File: src/rtl/mips_cpu_pkg.sv
// Shared definitions for the MIPS CPU: boot and halt addresses and the fetch FSM states.
package mips_cpu_pkg;

    localparam logic [31:0] RESET_VECTOR = 32'hBFC0_0000;
    localparam logic [31:0] HALT_ADDR    = 32'h0000_0000;
    localparam logic [31:0] PC_STEP      = 32'd4;

    typedef enum logic [1:0] {
        FETCH_RUN,
        FETCH_DELAY,
        FETCH_HALTED
    } fetch_state_t;

endpackage

File: src/rtl/mips_cpu_bswap32.sv
// Combinational 32-bit byte reversal between big-endian memory words and CPU byte order.
module mips_cpu_bswap32 (
    input  logic [31:0] data,
    output logic [31:0] swapped
);

    assign swapped = {data[7:0], data[15:8], data[23:16], data[31:24]};

endmodule

File: src/rtl/mips_cpu_fetch.sv
// Instruction fetch: PC sequencing with one branch delay slot, halt detection and fetch counting.
module mips_cpu_fetch
    import mips_cpu_pkg::*;
(
    input  logic        clk,
    input  logic        reset,
    input  logic        clk_enable,
    input  logic        redirect_valid,
    input  logic [31:0] redirect_target,
    input  logic [31:0] instr_readdata_be,
    output logic [31:0] instr_address,
    output logic [31:0] instr,
    output logic        active,
    output logic        addr_error,
    output logic [31:0] fetch_count
);

    fetch_state_t state, state_next;
    logic [31:0]  pc, pc_next;
    logic [31:0]  target, target_next;
    logic         err_next;
    logic [31:0]  count_next;

    mips_cpu_bswap32 u_bswap (
        .data    (instr_readdata_be),
        .swapped (instr)
    );

    always_ff @(posedge clk or negedge reset) begin
        if (!reset) begin
            state       <= FETCH_RUN;
            pc          <= RESET_VECTOR;
            target      <= 32'd0;
            addr_error  <= 1'b0;
            fetch_count <= 32'd0;
        end else begin
            state       <= state_next;
            pc          <= pc_next;
            target      <= target_next;
            addr_error  <= err_next;
            fetch_count <= count_next;
        end
    end

    always_comb begin
        state_next  = state;
        pc_next     = pc;
        target_next = target;
        err_next    = addr_error;
        count_next  = fetch_count;
        if (clk_enable) begin
            case (state)
                FETCH_RUN: begin
                    pc_next    = pc + PC_STEP;
                    count_next = fetch_count + 32'd1;
                    if (redirect_valid) begin
                        target_next = redirect_target;
                        state_next  = FETCH_DELAY;
                    end
                end
                // Delay slot already fetched; redirect requests here are dropped.
                FETCH_DELAY: begin
                    pc_next    = target;
                    count_next = fetch_count + 32'd1;
                    if (target == HALT_ADDR) begin
                        state_next = FETCH_HALTED;
                    end else if (target[1:0] != 2'b00) begin
                        err_next   = 1'b1;
                        state_next = FETCH_HALTED;
                    end else begin
                        state_next = FETCH_RUN;
                    end
                end
                default: ;
            endcase
        end
    end

    assign instr_address = pc;
    assign active        = (state != FETCH_HALTED);

endmodule

File: config.mk
export PLATFORM = sky130hd
export DESIGN_NAME = mips_cpu_fetch
export DESIGN_NICKNAME = d
export VERILOG_FILES = /design/src/rtl/mips_cpu_pkg.sv /design/src/rtl/mips_cpu_bswap32.sv /design/src/rtl/mips_cpu_fetch.sv
export SDC_FILE = /design/constraint.sdc
export NUM_CORES = 1
export LEC_CHECK = 0
export ABC_AREA = 1
export BUFFER_PORTS_ARGS = -buffer_cell sky130_fd_sc_hd__buf_4
export CORE_MARGIN = 5
export CORE_UTILIZATION = 53
export DETAILED_ROUTE_END_ITERATION = 6
export PLACE_DENSITY = 0.91
export SLEW_MARGIN = 25
export SYNTH_ARGS = -nofsm -noshare
export SYNTH_HDL_FRONTEND = slang
export SYNTH_SLANG_ARGS = --single-unit
File: constraint.sdc
create_clock -name clk -period 2.3 [get_ports clk]
set_clock_uncertainty 0.2 [all_clocks]
set_input_delay 0.345 -clock clk [delete_from_list [all_inputs] [get_ports clk]]
set_output_delay 0.345 -clock clk [all_outputs]
set_load 0.02 [all_outputs]
Word-level counts from Yosys, hierarchy flattened
Cells that the tools add are included.
Storage, ports and cells
  register bits after elaboration: 99
  input bits: 68
  output and inout port bits: 98
  word-level logic and storage cells: 26
Cells by class
  add/sub/neg operators: 2
  eq/ne operators: 3
  muxes and demuxes: 5
  bitwise gates (word level): 1
  reductions and logical operators: 10
Operators with widths (count)
  $pmux W32 S2: 1
  $add A32 B1 Y32 const B: 1
  $add A32 B3 Y32 const B: 1
  $logic_not A32 Y1: 1
  $mux W2: 3
  $reduce_and A3 Y1: 2
  $ne A2 B2 Y1 const B: 2
  $pmux W2 S2: 1
  $reduce_and A2 Y1: 2
  $reduce_and A4 Y1: 1
  $reduce_bool A2 Y1: 2
  $eq A2 B1 Y1 const B: 1
  $logic_not A2 Y1: 1
  $reduce_or A2 Y1: 1
  $not A1 Y1: 1

Longest topological paths before layout
  word-level depth: 4
  depth in mapped cells: 10
  mapped depth without buffers: 10

Cells and area by module
From an unflattened synthesis, not the netlist that was laid out.
Second synthesis, totals
  cell total of the unflattened synthesis: 778
  area total of the unflattened synthesis: 5755.5 um^2
By module, submodules not included
  mips_cpu_fetch: times used 1, cells each 746, area an instance 5515.3 um^2, seq. area each 2488.6 um^2
  mips_cpu_bswap32: times used 1, cells each 32, area an instance 240.2 um^2, seq. area each 0.0 um^2

Worst setup path before layout
Ideal clock, no wire load.
  path type: register -> register
  from: register pc[3] (netlist: instr_address[3])
  to: register pc[30] (netlist: instr_address[30])
  setup time: 0.117 ns
  arrival: 1.481 ns
  required time: 1.983 ns
  setup slack: 0.503 ns
  stages on the path, launching flop included: 11
  buffers on the path: 0
  cell sequence: dfrtp_1 > ha_1 > nand2_1 > nor2_2 > nand2_2 > nor2_4 > nand2_1 > nand2_1 > nand3_1 > nand2_1 > nand2_1
Between the ends
  word-level cells in the longest chain between the ends: 2
Ends and longest elaborated chain
  from (decl): RTL line mips_cpu_fetch.sv:19  | logic [31:0] pc, pc_next;
  from (signal assigned): RTL line mips_cpu_fetch.sv:38  | pc <= pc_next;
  $add A32 B3 Y32: RTL line mips_cpu_fetch.sv:54  | pc_next = pc + PC_STEP;
  $pmux W32 S2: RTL line mips_cpu_fetch.sv:52  | case (state)
No other way between the ends.
A chain may end at the register's enable or synchronous reset.

Worst setup path in the final report
  from: register state[0]
  to: output active
Between the ends
  word-level cells in the longest chain between the ends: 1
Ends and longest elaborated chain
  from (decl): RTL line mips_cpu_fetch.sv:18  | fetch_state_t state, state_next;
  from (signal assigned): RTL line mips_cpu_fetch.sv:37  | state <= state_next;
  $ne A2 B2 Y1: RTL line mips_cpu_fetch.sv:80  | assign active = (state != FETCH_HALTED);
  to (decl): RTL line mips_cpu_fetch.sv:13  | output logic active,
No other way between the ends.

==> impl_metrics.yaml <==
pwr:
  power_leakage_nw: 3.30
  cellPowerDensity_nw_per_um2: 442
  peakVddDrop_mv: 0.329
placement:
  place_area_sq_um: 6440
  gp_congestion: 0.895
  dp_hpwl_microns: 11000
  place_ws_ns: 0.431
  io_buffers: 101
clock_network:
  clock_sinks: 99
  ctsResizeCount: 0
  cts_hold_buffers: 1
  htree_levels: 3
  cts_setup_buffers: 0
  path_clk_slew_ns: 0.09
  numCtsBuffers: 9
  clk_latency_ns: 0.37
  cts_root_buffer: "clkbuf_8"
  cts_tree: "done"
  max-clock-path-buffers: 2
floorplan:
  fp.coreArea_sq_um: 10700
  start_util: 0.536
  fp.dieH_microns: 114
  die_w_microns: 114
  dieArea_sq_um: 13000
  pin_count: 166
  placementRows: 38
critical_path:
  required_ns: 1.75
  r2r-start: "instr_address[3]"
  arrival_ns: 1.48
  r2r_end: "instr_address[30]"
  worstRegToRegCells: 10
  cp_max_fo: 15
  r2r_setup_slack_ns: 0.36
  setup.worst_path.start_class: "flop"
  crit_type: "flop to output pin"
  cp-end-kind: "output pin"
finish:
  nets: 918
  synthToLayoutAreaGrowth_pct: 15.3
  diodes: 0
  regArea_sq_um: 2490
  final_area_sq_um: 6640
  drive_gt1_frac: 0.195
  multiInputGateArea_sq_um: 2590
  num-fill-cells: 957
synth:
  synth_seq_cells: 99
  synth-edff-count: 0
  netlist-cell-type-count: 38
  yosysWarnings: 0
  synthCells: 778
  synth_nets: 848
  syn_area_sq_um: 5760
  synth_common_cells: "nand2_1, nor2_1, dfrtp_1"
  async_flop_share: 1.00
  synth_area_leaders: "dfrtp_1, nand2_1, nor2_1, inv_1, buf_4"
  synth_ff_type: "dfrtp_1"
  synth_most_common_cell: "nand2_1"
  yosysSeqAreaShare: 0.432
  yosysTopAreaCellShare: 0.391
  avgSynthCellArea_sq_um: 7.40
  yosys.area.top_type: "dfrtp_1"
route:
  viasPerCell: 5.29
  vias: 5252
  route.detailed.wl_per_inst_microns: 14.7
  ant_nets: 0
  first_pass_iters: 6
  wl_microns: 14600
  route.detailed.drc: 0
  first_iter_violations: 493
timing:
  hold_viol_final: 0
  layout_setup_ws_ns: 0.271
  fin_crit_sh: 0.882
  relSlewSlack: 0.687
  slew_violations: 0
  fmax_mhz: 493
  period_needed_ns: 2.03
  setup_viol: 0
  whs_ns: 0.0133
  tightest_slew_ns: 0.470
  rsz0062_at_grt: "false"
  tns_ns: 0
worst_hold_path:
  holdPathEnd: "target[13]"
  whs_path_depth: 3
  hold_path.startpoint: "redirect_target[13]"
  worstHoldPathType: "primary input to flop"
global_route:
  antenna_found_initial: 0
  grt_pass1_vias: 4986
  grtUsageTotal: 0.230
  overflow: 0
  grt_max_degree: 58
  grt_pass1_wl_microns: 24100
flow_run:
  cap_violations: 0
status:
  outcome: "finished clean"
kinds of logic after synthesis:
| logic type | share of synthesized area |
|---|---|
| compound gates | 0.0787 |
| xor+xnor | 0.0304 |
| fa+ha+maj | 0.00435 |
| buf+inv | 0.118 |
| flops | 0.432 |
| simple gates | 0.336 |
routing by layer:
metal  wire length (microns)  vias up  GRT usage
li1                        -     2576          -
met1                    6600     2435      0.328
met2                    6730      211      0.354
met3                    1020       30     0.0396
met4                     279        0     0.0800
met5                       0        -          0
sequential cells by signal, indices dropped and copies added (netlist names):
| name | flops |
|---|---|
| addr_error | 1 |
| state | 2 |
| target | 32 |
| instr_address | 32 |
| fetch_count | 32 |
layout by cell type, fill, tap and decap left out, types with 2 or more instances in the layout:
cell      netlist  final
clkbuf_8        0     10
a31oi_1         4      4
nand2_2         3      3
nand2_1       200    200
xnor2_1        13     13
a221oi_1        2      2
inv_1          85     85
buf_4          34    107
a21oi_1        47     47
nand3_4         2      2
and2_1          2      2
clkinv_4        0      3
xor2_1          7      7
dfrtp_1        90     90
o21ai_0         8      8
nor2_1        117    117
dfstp_2         9      9
o21bai_1        2      2
nor2_2          8      8
ha_1            2      2
nand4_1        22     22
nand2_4         2      2
nor2_4          5      5
buf_12          0      2
nor2_8          2      2
nand3_1        46     45
nand3b_1        6      6
o21ai_1        12     12
nor3_1         12     12
o22ai_1         6      6
inv_2           6      6
where the power goes:
group          switching (mW)  internal, mW  total [mW]
Sequential            0.00912          1.75        1.75
Combinational          0.0692        0.0571       0.126
Clock                   0.621         0.428        1.05
critical path: stages, from the launching register on:
cell and delay (ns):
dfrtp_1 0.63, inv_2 0.18, nand2_1 0.15, buf_4 0.15
worst max path at each step:
stage	startpoint	endpoint	cells after the start
2_1_floorplan	instr_address[3]	instr_address[30]	10
3_3_place_gp	state[0]	instr_address[6]	6
3_5_place_dp	state[0]	instr_address[6]	6
4_1_cts	state[0]	active	3
5_1_grt	state[0]	active	3
6_report	state[0]	active	3
stage by stage:
step | util | total power [mW] | instances
floorplan | - | 1.89 | 778
global placement | 0.600 | 1.91 | 976
detailed placement | 0.600 | 1.91 | 976
CTS | 0.617 | 2.94 | 993
global route | 0.617 | 3.04 | 993
finish | 0.617 | 2.93 | 993
layout make-up:
type / instances / area share
clock buffer: 11 / 0.0213
clock inverter: 5 / 0.00585
inverter: 92 / 0.0524
multi-input combinational: 536 / 0.390
sequential: 99 / 0.375
tap: 140 / 0.0264
timing repair buffer: 110 / 0.129
No activity file was read; power rests on OpenSTA's default activity.
